### src/rtl/wisc_pkg.sv
// Shared types and helpers for the 16-bit WISC pipeline: ALU opcodes, branch
// conditions, flag bit positions and saturating byte arithmetic.
package wisc_pkg;

  typedef enum logic [2:0] {
    ALU_ADD    = 3'd0,
    ALU_PADDSB = 3'd1,
    ALU_SUB    = 3'd2,
    ALU_AND    = 3'd3,
    ALU_NOR    = 3'd4,
    ALU_SLL    = 3'd5,
    ALU_SRL    = 3'd6,
    ALU_SRA    = 3'd7
  } alu_op_t;

  typedef enum logic [2:0] {
    BR_NEQ    = 3'd0,
    BR_EQ     = 3'd1,
    BR_GT     = 3'd2,
    BR_LT     = 3'd3,
    BR_GTE    = 3'd4,
    BR_LTE    = 3'd5,
    BR_OVFL   = 3'd6,
    BR_UNCOND = 3'd7
  } br_cond_t;

  // flags are packed {Z,V,N}
  localparam int FLAG_Z = 2;
  localparam int FLAG_V = 1;
  localparam int FLAG_N = 0;

  localparam int SQUASH_DEPTH_DEF = 2;

  function automatic logic [7:0] sat_add8(input logic [7:0] x, input logic [7:0] y);
    logic [7:0] s;
    s = x + y;
    if ((x[7] == y[7]) && (s[7] != x[7])) begin
      return x[7] ? 8'h80 : 8'h7F;
    end
    return s;
  endfunction

  function automatic logic br_taken(input br_cond_t c, input logic [2:0] f);
    logic z, v, n;
    z = f[FLAG_Z];
    v = f[FLAG_V];
    n = f[FLAG_N];
    case (c)
      BR_NEQ:  return !z;
      BR_EQ:   return z;
      BR_GT:   return !z && !n;
      BR_LT:   return n;
      BR_GTE:  return z || !n;
      BR_LTE:  return n || z;
      BR_OVFL: return v;
      default: return 1'b1;
    endcase
  endfunction

endpackage

### src/rtl/ex_stage_if.sv
// ID/EX -> EX -> EX/MEM signal bundle. The upstream side (ID/EX register or a
// bench) uses the master modport; the execute stage uses the slave modport.
interface ex_stage_if;

  logic        RegWrite_in;
  logic        mem_to_reg_in;
  logic        reg_to_mem_in;
  logic        alu_src_in;
  logic        load_half_in;
  logic        half_spec_in;
  logic        branch_in;
  logic        call_in;
  logic        ret_in;
  logic        hlt_in;
  logic [2:0]  alu_op_in;
  logic [2:0]  branch_cond_in;
  logic [3:0]  shift_in;
  logic [7:0]  load_half_imm_in;
  logic [11:0] call_target_in;
  logic [15:0] rd_data_1_in;
  logic [15:0] rd_data_2_in;
  logic [15:0] sign_ext_in;
  logic [15:0] PC_in;
  logic [3:0]  reg_rd_in;

  logic        RegWrite_out;
  logic        mem_to_reg_out;
  logic        reg_to_mem_out;
  logic [15:0] alu_result_out;
  logic [15:0] store_data_out;
  logic [3:0]  reg_rd_out;
  logic        redirect_out;
  logic [15:0] redirect_pc_out;
  logic [2:0]  flags_out;
  logic        halted_out;
  logic [3:0]  squash_cnt_dbg;

  modport master (
    output RegWrite_in, mem_to_reg_in, reg_to_mem_in, alu_src_in, load_half_in,
           half_spec_in, branch_in, call_in, ret_in, hlt_in, alu_op_in,
           branch_cond_in, shift_in, load_half_imm_in, call_target_in,
           rd_data_1_in, rd_data_2_in, sign_ext_in, PC_in, reg_rd_in,
    input  RegWrite_out, mem_to_reg_out, reg_to_mem_out, alu_result_out,
           store_data_out, reg_rd_out, redirect_out, redirect_pc_out,
           flags_out, halted_out, squash_cnt_dbg
  );

  modport slave (
    input  RegWrite_in, mem_to_reg_in, reg_to_mem_in, alu_src_in, load_half_in,
           half_spec_in, branch_in, call_in, ret_in, hlt_in, alu_op_in,
           branch_cond_in, shift_in, load_half_imm_in, call_target_in,
           rd_data_1_in, rd_data_2_in, sign_ext_in, PC_in, reg_rd_in,
    output RegWrite_out, mem_to_reg_out, reg_to_mem_out, alu_result_out,
           store_data_out, reg_rd_out, redirect_out, redirect_pc_out,
           flags_out, halted_out, squash_cnt_dbg
  );

endinterface

### src/rtl/wisc_alu.sv
// Combinational ALU: saturating ADD/SUB/PADDSB, logic and shifts. Produces the
// result plus which flags this op writes (flag_we) and their new values.
module wisc_alu
  import wisc_pkg::*;
(
  input  logic [15:0] a,
  input  logic [15:0] b,
  input  alu_op_t     op,
  input  logic [3:0]  shamt,
  output logic [15:0] result,
  output logic [2:0]  flag_we,
  output logic [2:0]  flag_val
);

  logic [15:0] sum, diff;
  logic        add_ovf, sub_ovf;

  always_comb begin
    sum      = a + b;
    diff     = a - b;
    add_ovf  = (a[15] == b[15]) && (sum[15] != a[15]);
    sub_ovf  = (a[15] != b[15]) && (diff[15] != a[15]);
    result   = '0;
    flag_we  = '0;
    flag_val = '0;
    case (op)
      ALU_ADD: begin
        result           = add_ovf ? (a[15] ? 16'h8000 : 16'h7FFF) : sum;
        flag_we          = 3'b111;
        flag_val[FLAG_V] = add_ovf;
      end
      ALU_SUB: begin
        result           = sub_ovf ? (a[15] ? 16'h8000 : 16'h7FFF) : diff;
        flag_we          = 3'b111;
        flag_val[FLAG_V] = sub_ovf;
      end
      ALU_PADDSB: result = {sat_add8(a[15:8], b[15:8]), sat_add8(a[7:0], b[7:0])};
      ALU_AND: begin
        result           = a & b;
        flag_we[FLAG_Z]  = 1'b1;
      end
      ALU_NOR: begin
        result           = ~(a | b);
        flag_we[FLAG_Z]  = 1'b1;
      end
      ALU_SLL: begin
        result           = a << shamt;
        flag_we[FLAG_Z]  = 1'b1;
      end
      ALU_SRL: begin
        result           = a >> shamt;
        flag_we[FLAG_Z]  = 1'b1;
      end
      default: begin
        result           = 16'($signed(a) >>> shamt);
        flag_we[FLAG_Z]  = 1'b1;
      end
    endcase
    flag_val[FLAG_Z] = (result == 16'h0000);
    flag_val[FLAG_N] = result[15];
  end

endmodule

### src/rtl/ex_stage.sv
// Execute stage: result selection, Z/V/N flag register, branch/call/ret
// resolution with wrong-path squash, sticky halt and the EX/MEM register.
module ex_stage
  import wisc_pkg::*;
#(
  parameter int SQUASH_DEPTH = SQUASH_DEPTH_DEF
) (
  input  logic clk,
  input  logic rst,
  input  logic stall,
  ex_stage_if.slave bus
);

  // stall=1 freezes every register here except redirect_q, which is a strict
  // one-cycle pulse; an instruction is consumed only on a non-stalled edge.
  logic        valid, is_mem, flag_upd, redir_take;
  logic [15:0] op2, alu_res, half_res, result, redir_target;
  logic [2:0]  alu_we, alu_val;

  logic        reg_write_d, reg_write_q, mem_to_reg_d, mem_to_reg_q;
  logic        reg_to_mem_d, reg_to_mem_q, redirect_d, redirect_q;
  logic        halted_d, halted_q;
  logic [15:0] alu_result_d, alu_result_q, store_data_d, store_data_q;
  logic [15:0] redirect_pc_d, redirect_pc_q;
  logic [3:0]  reg_rd_d, reg_rd_q, squash_cnt_d, squash_cnt_q;
  logic [2:0]  flags_d, flags_q;

  wisc_alu u_alu (
    .a        (bus.rd_data_1_in),
    .b        (op2),
    .op       (alu_op_t'(bus.alu_op_in)),
    .shamt    (bus.shift_in),
    .result   (alu_res),
    .flag_we  (alu_we),
    .flag_val (alu_val)
  );

  always_comb begin
    op2      = bus.alu_src_in ? bus.sign_ext_in : bus.rd_data_2_in;
    valid    = (squash_cnt_q == 4'd0) && !halted_q && !stall;
    is_mem   = bus.mem_to_reg_in || bus.reg_to_mem_in;
    half_res = bus.half_spec_in ? {{8{bus.load_half_imm_in[7]}}, bus.load_half_imm_in}
                                : {bus.load_half_imm_in, bus.rd_data_1_in[7:0]};
    if (bus.call_in)           result = bus.PC_in;
    else if (bus.load_half_in) result = half_res;
    else if (is_mem)           result = bus.rd_data_1_in + bus.sign_ext_in;
    else                       result = alu_res;

    // only plain ALU instructions touch the flags
    flag_upd = !(bus.load_half_in || is_mem || bus.branch_in || bus.call_in ||
                 bus.ret_in || bus.hlt_in);
    redir_take = valid && (bus.call_in || bus.ret_in ||
                 (bus.branch_in && br_taken(br_cond_t'(bus.branch_cond_in), flags_q)));
    if (bus.call_in)     redir_target = {bus.PC_in[15:12], bus.call_target_in};
    else if (bus.ret_in) redir_target = bus.rd_data_1_in;
    else                 redir_target = bus.PC_in + bus.sign_ext_in;

    reg_write_d   = reg_write_q;
    mem_to_reg_d  = mem_to_reg_q;
    reg_to_mem_d  = reg_to_mem_q;
    alu_result_d  = alu_result_q;
    store_data_d  = store_data_q;
    reg_rd_d      = reg_rd_q;
    flags_d       = flags_q;
    squash_cnt_d  = squash_cnt_q;
    halted_d      = halted_q;
    redirect_d    = redir_take;
    redirect_pc_d = redir_take ? redir_target : redirect_pc_q;

    if (!stall) begin
      reg_write_d  = valid && bus.RegWrite_in && !bus.hlt_in;
      mem_to_reg_d = valid && bus.mem_to_reg_in && !bus.hlt_in;
      reg_to_mem_d = valid && bus.reg_to_mem_in && !bus.hlt_in;
      alu_result_d = result;
      store_data_d = bus.rd_data_2_in;
      reg_rd_d     = bus.reg_rd_in;
      if (valid && flag_upd) flags_d = (flags_q & ~alu_we) | (alu_val & alu_we);
      if (redir_take)                 squash_cnt_d = 4'(SQUASH_DEPTH);
      else if (squash_cnt_q != 4'd0)  squash_cnt_d = squash_cnt_q - 4'd1;
      halted_d = halted_q || (valid && bus.hlt_in);
    end
  end

  always_ff @(posedge clk) begin
    if (rst) begin
      reg_write_q   <= 1'b0;
      mem_to_reg_q  <= 1'b0;
      reg_to_mem_q  <= 1'b0;
      alu_result_q  <= '0;
      store_data_q  <= '0;
      reg_rd_q      <= '0;
      flags_q       <= '0;
      squash_cnt_q  <= '0;
      halted_q      <= 1'b0;
      redirect_q    <= 1'b0;
      redirect_pc_q <= '0;
    end else begin
      reg_write_q   <= reg_write_d;
      mem_to_reg_q  <= mem_to_reg_d;
      reg_to_mem_q  <= reg_to_mem_d;
      alu_result_q  <= alu_result_d;
      store_data_q  <= store_data_d;
      reg_rd_q      <= reg_rd_d;
      flags_q       <= flags_d;
      squash_cnt_q  <= squash_cnt_d;
      halted_q      <= halted_d;
      redirect_q    <= redirect_d;
      redirect_pc_q <= redirect_pc_d;
    end
  end

  assign bus.RegWrite_out    = reg_write_q;
  assign bus.mem_to_reg_out  = mem_to_reg_q;
  assign bus.reg_to_mem_out  = reg_to_mem_q;
  assign bus.alu_result_out  = alu_result_q;
  assign bus.store_data_out  = store_data_q;
  assign bus.reg_rd_out      = reg_rd_q;
  assign bus.redirect_out    = redirect_q;
  assign bus.redirect_pc_out = redirect_pc_q;
  assign bus.flags_out       = flags_q;
  assign bus.halted_out      = halted_q;
  assign bus.squash_cnt_dbg  = squash_cnt_q;

endmodule

### src/flat_wrapper.sv
// flat-port wrapper written by rule: the top's interface ports become plain ports
module ex_stage_flat import wisc_pkg::*;
#(
  parameter int SQUASH_DEPTH = SQUASH_DEPTH_DEF
)
  (clk, rst, stall, bus_RegWrite_in, bus_mem_to_reg_in, bus_reg_to_mem_in, bus_alu_src_in, bus_load_half_in, bus_half_spec_in, bus_branch_in, bus_call_in, bus_ret_in, bus_hlt_in, bus_alu_op_in, bus_branch_cond_in, bus_shift_in, bus_load_half_imm_in, bus_call_target_in, bus_rd_data_1_in, bus_rd_data_2_in, bus_sign_ext_in, bus_PC_in, bus_reg_rd_in, bus_RegWrite_out, bus_mem_to_reg_out, bus_reg_to_mem_out, bus_alu_result_out, bus_store_data_out, bus_reg_rd_out, bus_redirect_out, bus_redirect_pc_out, bus_flags_out, bus_halted_out, bus_squash_cnt_dbg);
  ex_stage_if bus_i ();
  input  logic clk;
  input  logic rst;
  input  logic stall;
  input wire logic [$bits(bus_i.RegWrite_in)-1:0] bus_RegWrite_in;
  input wire logic [$bits(bus_i.mem_to_reg_in)-1:0] bus_mem_to_reg_in;
  input wire logic [$bits(bus_i.reg_to_mem_in)-1:0] bus_reg_to_mem_in;
  input wire logic [$bits(bus_i.alu_src_in)-1:0] bus_alu_src_in;
  input wire logic [$bits(bus_i.load_half_in)-1:0] bus_load_half_in;
  input wire logic [$bits(bus_i.half_spec_in)-1:0] bus_half_spec_in;
  input wire logic [$bits(bus_i.branch_in)-1:0] bus_branch_in;
  input wire logic [$bits(bus_i.call_in)-1:0] bus_call_in;
  input wire logic [$bits(bus_i.ret_in)-1:0] bus_ret_in;
  input wire logic [$bits(bus_i.hlt_in)-1:0] bus_hlt_in;
  input wire logic [$bits(bus_i.alu_op_in)-1:0] bus_alu_op_in;
  input wire logic [$bits(bus_i.branch_cond_in)-1:0] bus_branch_cond_in;
  input wire logic [$bits(bus_i.shift_in)-1:0] bus_shift_in;
  input wire logic [$bits(bus_i.load_half_imm_in)-1:0] bus_load_half_imm_in;
  input wire logic [$bits(bus_i.call_target_in)-1:0] bus_call_target_in;
  input wire logic [$bits(bus_i.rd_data_1_in)-1:0] bus_rd_data_1_in;
  input wire logic [$bits(bus_i.rd_data_2_in)-1:0] bus_rd_data_2_in;
  input wire logic [$bits(bus_i.sign_ext_in)-1:0] bus_sign_ext_in;
  input wire logic [$bits(bus_i.PC_in)-1:0] bus_PC_in;
  input wire logic [$bits(bus_i.reg_rd_in)-1:0] bus_reg_rd_in;
  output wire logic [$bits(bus_i.RegWrite_out)-1:0] bus_RegWrite_out;
  output wire logic [$bits(bus_i.mem_to_reg_out)-1:0] bus_mem_to_reg_out;
  output wire logic [$bits(bus_i.reg_to_mem_out)-1:0] bus_reg_to_mem_out;
  output wire logic [$bits(bus_i.alu_result_out)-1:0] bus_alu_result_out;
  output wire logic [$bits(bus_i.store_data_out)-1:0] bus_store_data_out;
  output wire logic [$bits(bus_i.reg_rd_out)-1:0] bus_reg_rd_out;
  output wire logic [$bits(bus_i.redirect_out)-1:0] bus_redirect_out;
  output wire logic [$bits(bus_i.redirect_pc_out)-1:0] bus_redirect_pc_out;
  output wire logic [$bits(bus_i.flags_out)-1:0] bus_flags_out;
  output wire logic [$bits(bus_i.halted_out)-1:0] bus_halted_out;
  output wire logic [$bits(bus_i.squash_cnt_dbg)-1:0] bus_squash_cnt_dbg;
  assign bus_i.RegWrite_in = bus_RegWrite_in;
  assign bus_i.mem_to_reg_in = bus_mem_to_reg_in;
  assign bus_i.reg_to_mem_in = bus_reg_to_mem_in;
  assign bus_i.alu_src_in = bus_alu_src_in;
  assign bus_i.load_half_in = bus_load_half_in;
  assign bus_i.half_spec_in = bus_half_spec_in;
  assign bus_i.branch_in = bus_branch_in;
  assign bus_i.call_in = bus_call_in;
  assign bus_i.ret_in = bus_ret_in;
  assign bus_i.hlt_in = bus_hlt_in;
  assign bus_i.alu_op_in = bus_alu_op_in;
  assign bus_i.branch_cond_in = bus_branch_cond_in;
  assign bus_i.shift_in = bus_shift_in;
  assign bus_i.load_half_imm_in = bus_load_half_imm_in;
  assign bus_i.call_target_in = bus_call_target_in;
  assign bus_i.rd_data_1_in = bus_rd_data_1_in;
  assign bus_i.rd_data_2_in = bus_rd_data_2_in;
  assign bus_i.sign_ext_in = bus_sign_ext_in;
  assign bus_i.PC_in = bus_PC_in;
  assign bus_i.reg_rd_in = bus_reg_rd_in;
  assign bus_RegWrite_out = bus_i.RegWrite_out;
  assign bus_mem_to_reg_out = bus_i.mem_to_reg_out;
  assign bus_reg_to_mem_out = bus_i.reg_to_mem_out;
  assign bus_alu_result_out = bus_i.alu_result_out;
  assign bus_store_data_out = bus_i.store_data_out;
  assign bus_reg_rd_out = bus_i.reg_rd_out;
  assign bus_redirect_out = bus_i.redirect_out;
  assign bus_redirect_pc_out = bus_i.redirect_pc_out;
  assign bus_flags_out = bus_i.flags_out;
  assign bus_halted_out = bus_i.halted_out;
  assign bus_squash_cnt_dbg = bus_i.squash_cnt_dbg;
  ex_stage #(.SQUASH_DEPTH(SQUASH_DEPTH)) u_core (.clk(clk), .rst(rst), .stall(stall), .bus(bus_i));
endmodule
### config.mk
export PLATFORM = sky130hd
export DESIGN_NAME = ex_stage_flat
export DESIGN_NICKNAME = d
export VERILOG_FILES = /design/src/rtl/wisc_pkg.sv /design/src/rtl/ex_stage_if.sv /design/src/rtl/wisc_alu.sv /design/src/rtl/ex_stage.sv /design/src/flat_wrapper.sv
export SDC_FILE = /design/constraint.sdc
export NUM_CORES = 1
export LEC_CHECK = 0
export CORE_UTILIZATION = 50
export CTS_BUF_LIST = sky130_fd_sc_hd__clkbuf_16
export CTS_CLUSTER_SIZE = 16
export DETAILED_ROUTE_END_ITERATION = 8
export MAX_ROUTING_LAYER = met4
export PLACE_DENSITY = 0.87
export SYNTH_ARGS = -nofsm -noshare
export SYNTH_HDL_FRONTEND = slang
export SYNTH_SLANG_ARGS = --single-unit
### constraint.sdc
create_clock -name clk -period 19 [get_ports clk]
set_input_delay 2.85 -clock clk [delete_from_list [all_inputs] [get_ports clk]]
set_output_delay 2.85 -clock clk [all_outputs]
set_load 0.02 [all_outputs]
# ---- Word level (Yosys, flattened, before mapping)
# Cells that the tools add are included.
dict set report totals {
  elab_cells 118
  ff_bits 64
  inputBits 111
}
dict set report op_classes {
  add_sub_neg 7
  n_eq_ne 19
  n_bitwise 8
  muxes 27
  shift 3
  reduce_logical 43
}
# cell count
set op_table {}
lappend op_table {{two-way mux 16 bit} 9}
lappend op_table {{one-hot mux 16 bit (7 select lines)} 1}
lappend op_table {{adder 16 bit} 3}
lappend op_table {{two-way mux 8 bit} 6}
lappend op_table {{equality test 3 bit, second input constant} 6}
lappend op_table {{logical AND 1 bit} 17}
lappend op_table {{adder 8 bit} 2}
lappend op_table {{bitwise AND 16 bit} 1}
lappend op_table {{logical NOT 16 bit} 1}
lappend op_table {{NOT 16 bit} 1}
lappend op_table {{OR 16 bit} 1}
lappend op_table {{left shift 16 x 4 -> 16 bit} 1}
lappend op_table {{>> shifter 16 x 4 -> 16 bit} 1}
lappend op_table {{>>> shifter 16 x 4 -> 16 bit} 1}
lappend op_table {{subtractor 16 bit} 1}
lappend op_table {{two-way mux 15 bit} 1}
lappend op_table {{equality test 3 x 2 -> 1 bit, second input constant} 4}
lappend op_table {{logical OR 1 bit} 11}
lappend op_table {{two-way mux 4 bit} 2}
lappend op_table {{one-hot mux 1 bit (7 select lines)} 1}
lappend op_table {{bitwise AND 3 bit} 2}
lappend op_table {{equality test 3 x 1 -> 1 bit, second input constant} 2}
lappend op_table {{logical NOT 1 bit} 6}
lappend op_table {{logical NOT 3 bit} 2}
lappend op_table {{other kinds (14)} 24}

# ---- Longest topological paths before layout
# Gate-level depths: netlist of the first run.
dict set report depth {
  depth_word 11
  mapped_depth 24
  depth_no_buf 22
}

# ---- By module
# From an unflattened synthesis of the first run, not the netlist that was laid out.
dict set report unflattened {
  cells_unflattened 1325
  area_unflattened_um2 9681.8
}
# module area_per_inst_um2 instances seq_area_each_um2 cells_per_inst
set by_module_without_submodules {}
lappend by_module_without_submodules {ex_stage 4849.7 1 1281.2 594}
lappend by_module_without_submodules {wisc_alu 4832.1 1 0.0 731}

# ---- Worst setup path after synthesis of the first run
# OpenSTA, ideal clock, no wires.
dict set report synth_path {
  path_kind {in2reg}
  startpoint {in bus_alu_src_in}
  endpoint {reg (tool-made name)}
  path_buffers 2
  path_slack_ns 11.093
  required_ns 18.940
  arrival_ns 7.847
  cell_stages 23
  path_cell_list {clkbuf_1 > clkbuf_1 > mux2i_1 > ha_1 > nor2b_1 > or4_1 > o211a_1 > o21ai_1 > a211oi_1 > nor2_1 > o21bai_1 > a21oi_1 > fa_1 > xnor2_1 > and2_0 > o31ai_1 > o311a_1 > o21ai_0 > o22ai_1 > or4b_1 > nor4_2 > o2111ai_1 > nand2_1}
}
# element line_no
set synth_rtl {}
lappend synth_rtl {{start, declared} flat_wrapper.sv:14} ;# input wire logic [$bits(bus_i.alu_src_in)-1:0] bus_alu_src_in;

==> impl_summary.log, run 1 <==
[metrics] EDFF count, synth: 0
[metrics] max_cap viols: 0
[metrics] WL/cell: 23.7 um
[metrics] share of the clock period used by the worst path after layout: 47.3%
[metrics] final weighted congestion of routability-driven global placement: 1.13
[metrics] worst-case setup slack after placement: 9.79 ns
[metrics] critical path start-end classification: in -> reg
[metrics] Layout Skew: 0.00503 ns
[metrics] number of vias per cell after detailed routing: 6.73
[metrics] WHS: 0.447 ns
[metrics] syn_nets: 1490
[metrics] IO Port Bufs: 174
[metrics] first-pass GRT wire length: 60000 um
[metrics] Die Y-Extent: 140 um
[metrics] clock tree from TritonCTS: yes
[metrics] Worst Tran Pin Value: 1.14 ns
[metrics] combined flip-flop and latch cell area: 1280 um2
[metrics] final setup vio count: 0
[metrics] post-CTS sizing: 0
[metrics] area of the die: 19700 um2
[metrics] Cell Area, Synth: 9560 um2
[metrics] worst max-slew margin expressed relative to the limit: 23.8%
[metrics] R2R Setup Slk: 16.58 ns
[metrics] arrival time worst endpoint: 9.28 ns
[metrics] area added between synthesis and finish: 22.1%
[metrics] die outline width: 140 um
[metrics] Worst Reg2Reg Path Length in Cells: 9
[metrics] total routing resource utilization after global routing: 40.5%
[metrics] clock tree root driver cell: sky130_fd_sc_hd__clkbuf_16
[metrics] launch point of the worst path: bus_alu_src_in
[metrics] clk_lat worst skew: 0.35 ns
[metrics] synth warn: 0
[metrics] number of antenna violations at the first check in global routing: 0
[metrics] clk slew on worst S/H paths: 0.06 ns
[metrics] leakage power figure: 4.81 nW
[metrics] startpoint kind of the worst setup timing path: input port
[metrics] vias in the first global route: 10500
[metrics] sum of negative setup slack: 0 ns
[metrics] Final Instance Area: 11700 um2
[metrics] total chip power: 0.749 mW
[metrics] total congestion overflow: 0
[metrics] number of nets at the end of the flow: 1617
[metrics] drt total wl: 39200 um
[metrics] Area after DPL: 11400 um2
[metrics] layout cells sized above 1: 6.82%
[metrics] run status: finished, final reports clean
[metrics] diode insertion count for antenna repair: 0
[metrics] number of DRC markers in iteration 0: 1637
[metrics] combined area of the multi-input logic cells: 7640 um2
[metrics] placeable core region: 18700 um2
[metrics] Detail Route Antenna Nets: 0
[metrics] quantity of hold-fixing buffers added after cts: 0
[metrics] maximum fanout along the worst path: 16
[metrics] H-tree Lvls: 3
[metrics] share of the yosys chip area belonging to registers: 13.4%
[metrics] flip-flop cell with the highest count after synthesis: sky130_fd_sc_hd__dfxtp_1
[metrics] CTS Buf Count: 9
[metrics] PD cells: 64.2 nW/um2
[metrics] number of synthesized register bits: 64
[metrics] final count of pins violating max slew: 0
[metrics] Top Ports: 175
[metrics] per-instance average area after synthesis: 7.40 um2
[metrics] Core Util, Final: 62.4%
[metrics] worst-case vdd ir drop: 44.4 uV
[metrics] Setup Buffers After CTS: 0
[metrics] Pre-Repair DR Iteration Count: 9
[metrics] RSZ-0062 raised after global routing: no
[metrics] number of instances in the synthesized netlist: 1291
[metrics] Final Hold Violating Endpoints: 0
[metrics] required time of the worst setup path: 19.29 ns
[metrics] effective utilization at floorplan: 51.1%
[metrics] number of sinks handled by clock tree synthesis: 64
[metrics] standard-cell row count: 50
[metrics] placed cell count: 1641
[metrics] Worst Hold Class: reg -> reg
[metrics] number of buffers on the longest clock path: 2
[metrics] Reg-to-Reg Start: u_core.bus.squash_cnt_dbg[0]$_SDFFE_PP0P_
[metrics] fillcell total: 1713
[metrics] routed via count: 11200
[metrics] non-filler cells in the finished layout: 1657
[metrics] pin count of the biggest net entering global routing: 63
[metrics] category of the worst setup path capture point: flip-flop
[metrics] Remaining DRCs: 0
[metrics] half-perimeter wire length after placement: 30200 um
[metrics] final worst setup slack: 10.01 ns
[metrics] ys async rst share: 0%
[metrics] number of different library cells in the post-synthesis netlist: 84
[metrics] highest achievable clock rate: 111 MHz
[metrics] fin crit period: 8.99 ns
Yosys cell counts, types with 14 or more instances:
cell type	instances	area share (%)
sky130_fd_sc_hd__nor2_1	154	6.0
sky130_fd_sc_hd__nand2_1	102	4.0
sky130_fd_sc_hd__a21oi_1	97	5.1
sky130_fd_sc_hd__ha_1	82	11
sky130_fd_sc_hd__mux2i_1	81	8.5
sky130_fd_sc_hd__inv_1	77	3.0
sky130_fd_sc_hd__o21ai_0	73	3.8
sky130_fd_sc_hd__dfxtp_1	64	13
sky130_fd_sc_hd__clkbuf_1	54	2.1
sky130_fd_sc_hd__a211oi_1	39	3.1
sky130_fd_sc_hd__xnor2_1	28	2.6
sky130_fd_sc_hd__o211ai_1	24	1.9
sky130_fd_sc_hd__nand3_1	22	1.2
sky130_fd_sc_hd__nor3_1	22	1.2
sky130_fd_sc_hd__xor2_1	19	1.7
sky130_fd_sc_hd__o22ai_1	18	1.2
sky130_fd_sc_hd__mux2_2	15	1.8
sky130_fd_sc_hd__nand2b_1	15	0.98
sky130_fd_sc_hd__a221oi_1	14	1.3
sky130_fd_sc_hd__mux4_2	14	3.3
critical path, stage by stage:
cell                              delay, ns
sky130_fd_sc_hd__clkdlybuf4s50_1       1.22
sky130_fd_sc_hd__mux2i_1               0.40
sky130_fd_sc_hd__ha_1                  0.34
sky130_fd_sc_hd__or2_2                 0.30
sky130_fd_sc_hd__a211oi_1              0.38
sky130_fd_sc_hd__o211a_1               0.31
sky130_fd_sc_hd__o21ai_1               0.13
sky130_fd_sc_hd__a211oi_1              0.33
sky130_fd_sc_hd__nor2_1                0.07
sky130_fd_sc_hd__o21bai_1              0.12
sky130_fd_sc_hd__a21oi_1               0.11
sky130_fd_sc_hd__fa_1                  0.53
sky130_fd_sc_hd__xnor2_1               0.17
sky130_fd_sc_hd__and2_0                0.29
sky130_fd_sc_hd__o31ai_1               0.29
sky130_fd_sc_hd__o311a_1               0.20
sky130_fd_sc_hd__o21ai_0               0.08
sky130_fd_sc_hd__o22ai_1               0.26
sky130_fd_sc_hd__or4b_1                0.50
sky130_fd_sc_hd__nor4_2                0.16
sky130_fd_sc_hd__o2111ai_1             0.14
sky130_fd_sc_hd__nand2_1               0.10
how the worst min path moves through the flow:
stage | cells after the start | endpoint | startpoint | slack (ns)
finish | 2 | u_core.bus.redirect_pc_out[9]$_SDFFE_PP0P_ | u_core.bus.redirect_pc_out[9]$_SDFFE_PP0P_ | 0.45
global route | 2 | u_core.bus.alu_result_out[5]$_SDFFE_PP0N_ | u_core.bus.alu_result_out[5]$_SDFFE_PP0N_ | 0.50
CTS | 2 | u_core.bus.redirect_pc_out[9]$_SDFFE_PP0P_ | u_core.bus.redirect_pc_out[9]$_SDFFE_PP0P_ | 0.45
detailed placement | 2 | u_core.bus.redirect_pc_out[9]$_SDFFE_PP0P_ | u_core.bus.redirect_pc_out[9]$_SDFFE_PP0P_ | 0.44
global placement | 2 | u_core.bus.redirect_pc_out[10]$_SDFFE_PP0P_ | u_core.bus.redirect_pc_out[10]$_SDFFE_PP0P_ | 0.43
floorplan | 2 | u_core.bus.redirect_pc_out[9]$_SDFFE_PP0P_ | u_core.bus.redirect_pc_out[9]$_SDFFE_PP0P_ | 0.53
where the power goes:
group	internal, mW	switching (mW)
logic	0.175	0.251
clock network	0.0871	0.0679
registers	0.155	0.0129
metal layers:
metal	up-vias	track usage [%]	routed length, um
met5	-	-	0
met4	0	17.9	1920
met3	153	7.90	4700
met2	818	61.4	17200
met1	5166	52.1	15500
li1	5017	-	-
area by class of cell:
| class | count | area share [%] |
|---|---|---|
| multi-input cells | 1068 | 65.4 |
| repair buffers | 198 | 16.3 |
| flip-flops and latches | 64 | 11.0 |
| well taps | 234 | 2.51 |
| inverters | 77 | 2.48 |
| clock buffers | 9 | 1.93 |
| clock inverters | 7 | 0.343 |
logic make-up (layout without fill, tap and decap cells):
| family | count (synthesis) | in the layout | share of synthesized area [%] |
|---|---|---|---|
| compound gates | 413 | 413 | 29.1 |
| simple gates | 402 | 402 | 19.8 |
| buf+inv | 159 | 291 | 6.83 |
| mux | 118 | 118 | 14.6 |
| fa+ha+maj | 88 | 88 | 12.0 |
| flops | 64 | 64 | 13.4 |
| xor+xnor | 47 | 47 | 4.31 |
flip-flops by register name (all words and copies together) (netlist names), named ones only:
name,cells
u_core.bus.RegWrite_out,1
u_core.bus.alu_result_out,16
u_core.bus.halted_out,1
u_core.bus.mem_to_reg_out,1
u_core.bus.redirect_out,1
u_core.bus.redirect_pc_out,16
u_core.bus.reg_rd_out,4
u_core.bus.reg_to_mem_out,1
u_core.bus.squash_cnt_dbg,4
u_core.bus.store_data_out,16
placed cells by master, fill, tap and decap left out, types with 6 or more instances in the layout:
cell type                         count
sky130_fd_sc_hd__nor2_1             154
sky130_fd_sc_hd__nand3_1             22
sky130_fd_sc_hd__o21ai_0             73
sky130_fd_sc_hd__a211o_1             10
sky130_fd_sc_hd__mux2_2              15
sky130_fd_sc_hd__a211oi_1            39
sky130_fd_sc_hd__xor2_1              19
sky130_fd_sc_hd__xnor2_1             28
sky130_fd_sc_hd__buf_4               24
sky130_fd_sc_hd__o22ai_1             18
sky130_fd_sc_hd__clkdlybuf4s50_1    171
sky130_fd_sc_hd__nor2b_1             11
sky130_fd_sc_hd__ha_1                82
sky130_fd_sc_hd__a221oi_1            14
sky130_fd_sc_hd__a21oi_1             96
sky130_fd_sc_hd__mux4_2              14
sky130_fd_sc_hd__inv_1               78
sky130_fd_sc_hd__a311oi_1             8
sky130_fd_sc_hd__o21ai_1              8
sky130_fd_sc_hd__nand2_1            102
sky130_fd_sc_hd__clkbuf_16            9
sky130_fd_sc_hd__nand2b_1            15
sky130_fd_sc_hd__nor3b_1              8
sky130_fd_sc_hd__a21o_1              12
sky130_fd_sc_hd__or3_1               12
sky130_fd_sc_hd__fa_1                 6
sky130_fd_sc_hd__o211ai_1            24
sky130_fd_sc_hd__and2_1               8
sky130_fd_sc_hd__or2_2                7
sky130_fd_sc_hd__o21bai_1             6
sky130_fd_sc_hd__and3_1               7
sky130_fd_sc_hd__o31ai_1             10
sky130_fd_sc_hd__dfxtp_1             64
sky130_fd_sc_hd__nor3_1              22
sky130_fd_sc_hd__o21a_1              12
sky130_fd_sc_hd__a31oi_1             13
sky130_fd_sc_hd__mux2i_1             81
Note: power is estimated with default switching activity, not from simulation.
==> run 2, diff against run 1 <==
--- a/config.mk
+++ b/config.mk
@@ -10,7 +10,7 @@
 export CTS_CLUSTER_SIZE = 16
 export DETAILED_ROUTE_END_ITERATION = 8
 export MAX_ROUTING_LAYER = met4
-export PLACE_DENSITY = 0.87
+export PLACE_DENSITY = 0.9
 export SYNTH_ARGS = -nofsm -noshare
 export SYNTH_HDL_FRONTEND = slang
 export SYNTH_SLANG_ARGS = --single-unit
==> constraint.sdc (replaced) <==
create_clock -name clk -period 7.84 [get_ports clk]
set_input_delay 1.176 -clock clk [delete_from_list [all_inputs] [get_ports clk]]
set_output_delay 1.176 -clock clk [all_outputs]
set_load 0.02 [all_outputs]
==> run 2 against run 1 <==
Sequential power rose by 140%. Setup slack got worse by 9.0 ns. Wire length rose by 3.9%. Sequential cell count did not move. Sequential share of layout area fell by 0.099 points. Non-clock buffer count rose by 10. Clock skew rose by 0.00073 ns. Via count rose by 1.4%. First-iteration DRC count fell by 11%. Hold slack improved by 0.0058 ns. Largest cell class unchanged. Largest power group unchanged. Highest routed layer unchanged.
==> impl_summary.log, run 2 (same netlist as run 1, synthesis figures left out) <==
[metrics] run status: finished, final reports clean
[metrics] launch point of the worst path: bus_alu_src_in
[metrics] Net Sw Frac: 43.6%
[metrics] clk_lat worst skew: 0.34 ns
[metrics] category of the worst setup path capture point: flip-flop
[metrics] Final Instance Area: 11800 um2
[metrics] most common library cell in the layout ignoring fill and taps: sky130_fd_sc_hd__clkdlybuf4s50_1
[metrics] Core Util, Final: 63.0%
[metrics] final worst setup slack: 0.976 ns
[metrics] cell-internal power: 1.05 mW
[metrics] number of DRC markers in iteration 0: 1464
[metrics] leakage power figure: 4.86 nW
[metrics] Layout Skew: 0.00576 ns
[metrics] Area after DPL: 11500 um2
[metrics] Pre-Repair DR Iteration Count: 6
[metrics] start point of the worst hold path: u_core.bus.redirect_pc_out[10]$_SDFFE_PP0P_
[metrics] WHS: 0.452 ns
[metrics] number of buffers on the longest clock path: 2
[metrics] clock tree from TritonCTS: yes
[metrics] sequential share of power: 21.7%
[metrics] final count of pins violating max slew: 0
[metrics] number of vias per cell after detailed routing: 6.79
[metrics] most used cells in the layout excluding fill and tap cells: sky130_fd_sc_hd__clkdlybuf4s50_1 (171), sky130_fd_sc_hd__nor2_1 (154), sky130_fd_sc_hd__nand2_1 (102)
[metrics] first-pass GRT wire length: 62400 um
[metrics] share of the clock period used by the worst path after layout: 87.6%
[metrics] Top Ports: 175
[metrics] Die Y-Extent: 140 um
[metrics] diode insertion count for antenna repair: 0
[metrics] startpoint kind of the worst setup timing path: input port
[metrics] half-perimeter wire length after placement: 31400 um
[metrics] critical path buffer and inverter count: 2
[metrics] clock tree root driver cell: sky130_fd_sc_hd__clkbuf_16
[metrics] total chip power: 1.86 mW
[metrics] IO Port Bufs: 174
[metrics] maximum fanout along the worst path: 13
[metrics] Worst Tran Pin Value: 1.27 ns
[metrics] total routing resource utilization after global routing: 42.4%
[metrics] PD cells: 158 nW/um2
[metrics] critical-path cell with the highest stage delay: sky130_fd_sc_hd__clkdlybuf4s50_1
[metrics] post-CTS sizing: 0
[metrics] sum of negative setup slack: 0 ns
[metrics] fraction of power consumed by the clock network: 22.0%
[metrics] H-tree Lvls: 3
[metrics] drt total wl: 40800 um
[metrics] clk slew on worst S/H paths: 0.06 ns
[metrics] max_cap viols: 0
[metrics] quantity of hold-fixing buffers added after cts: 0
[metrics] Setup Buffers After CTS: 0
[metrics] kind of cell adding the most delay to the critical path: compound AO/OA/AOI/OAI gates
[metrics] final setup vio count: 0
[metrics] routed via count: 11300
[metrics] critical path start-end classification: in -> reg
[metrics] arrival time worst endpoint: 7.14 ns
[metrics] number of sinks handled by clock tree synthesis: 64
[metrics] layout cells sized above 1: 7.47%
[metrics] required time of the worst setup path: 8.12 ns
[metrics] final weighted congestion of routability-driven global placement: 1.06
[metrics] Detail Route Antenna Nets: 0
[metrics] total congestion overflow: 0
[metrics] pin count of the biggest net entering global routing: 63
[metrics] placed cell count: 1651
[metrics] proportion of power drawn by combinational gates: 56.2%
[metrics] net switching component of the power: 0.812 mW
[metrics] CTS Buf Count: 9
[metrics] fillcell total: 1641
[metrics] RSZ-0062 raised after global routing: no
[metrics] area added between synthesis and finish: 23.3%
[metrics] vias in the first global route: 10600
[metrics] WL/cell: 24.5 um
[metrics] Worst Hold Class: reg -> reg
[metrics] die outline width: 140 um
[metrics] worst max-slew margin expressed relative to the limit: 15.2%
[metrics] maximum single-stage delay on the critical path: 0.63 ns
[metrics] number of nets at the end of the flow: 1627
[metrics] cell breakdown of the critical path: clkdlybuf4s50_1 -> buf_4 -> mux2i_1 -> ha_1 -> nor2b_1 -> or4_1 -> o211a_1 -> o21ai_1 -> a211oi_1 -> nor2_1 -> o21bai_1 -> a21oi_1 -> fa_1 -> xnor2_1 -> nand2_1 -> a21oi_1 -> a211oi_1 -> nand3_1 -> o32ai_1 -> nand4_1 -> nor4_2 -> o2111ai_1 -> nand2_1
[metrics] worst-case vdd ir drop: 115 uV
[metrics] standard-cell row count: 50
[metrics] non-filler cells in the finished layout: 1667
[metrics] effective utilization at floorplan: 51.1%
[metrics] placeable core region: 18700 um2
[metrics] area of the die: 19700 um2
[metrics] worst-case setup slack after placement: 0.788 ns
[metrics] fin crit period: 6.86 ns
[metrics] Remaining DRCs: 0
[metrics] highest achievable clock rate: 146 MHz
[metrics] Final Hold Violating Endpoints: 0
[metrics] number of antenna violations at the first check in global routing: 0
==> run 2: changes by cell type in the layout (fill, tap and decap cells not counted), sizes merged <==
cell,before,now
buf,27,37
clkinv,5,3
bufinv,0,1
clkinvlp,1,2
==> run 2: path summary, 6_finish.rpt <==
kind / endpoint / slack, ns / cells past startpoint
min: u_core.bus.redirect_pc_out[10]$_SDFFE_PP0P_ / 0.45 / 2
max: flip-flop / 0.98 / 23
max reg2reg: u_core.bus.redirect_pc_out[15]$_SDFFE_PP0P_ / 4.88 / 9
min reg2reg: u_core.bus.redirect_pc_out[10]$_SDFFE_PP0P_ / 0.45 / 2
==> run 2: layer usage <==
layer / vias to the layer above / global-route usage [%] / wire [um]
met5: - / - / 0
met4: 0 / 22.4 / 2470
met3: 193 / 7.38 / 4510
met2: 829 / 61.3 / 17200
met1: 5237 / 56.2 / 16600
li1: 5052 / - / -
==> run 2: power groups by stage <==
stage,sequential (mW),combinational (mW),clock (mW)
6_report,0.405,1.05,0.410
5_1_grt,0.410,1.11,0.423
4_1_cts,0.404,1.02,0.413
3_5_place_dp,0.411,1.01,0
3_3_place_gp,0.409,1.00,0
2_1_floorplan,0.468,0.577,0
==> run 2: cell type report <==
cell class,count,area (um2),share of cell area (%)
Multi-Input combinational cell,1068,7640,64.8
Sequential cell,64,1280,10.9
Inverter,77,289,2.45
Clock inverter,7,71.3,0.606
Clock buffer,9,225,1.91
Timing Repair Buffer,208,1980,16.8
Tap cell,234,293,2.49
==> run 2: worst register-to-register path: cells and delay by family (launching register included) <==
kind               cells  cell delay [ns]
and+or+nand+nor        3             0.58
muxes                  1             0.13
AOI/OAI and AO/OA      5             1.73
DFF                    1             0.45
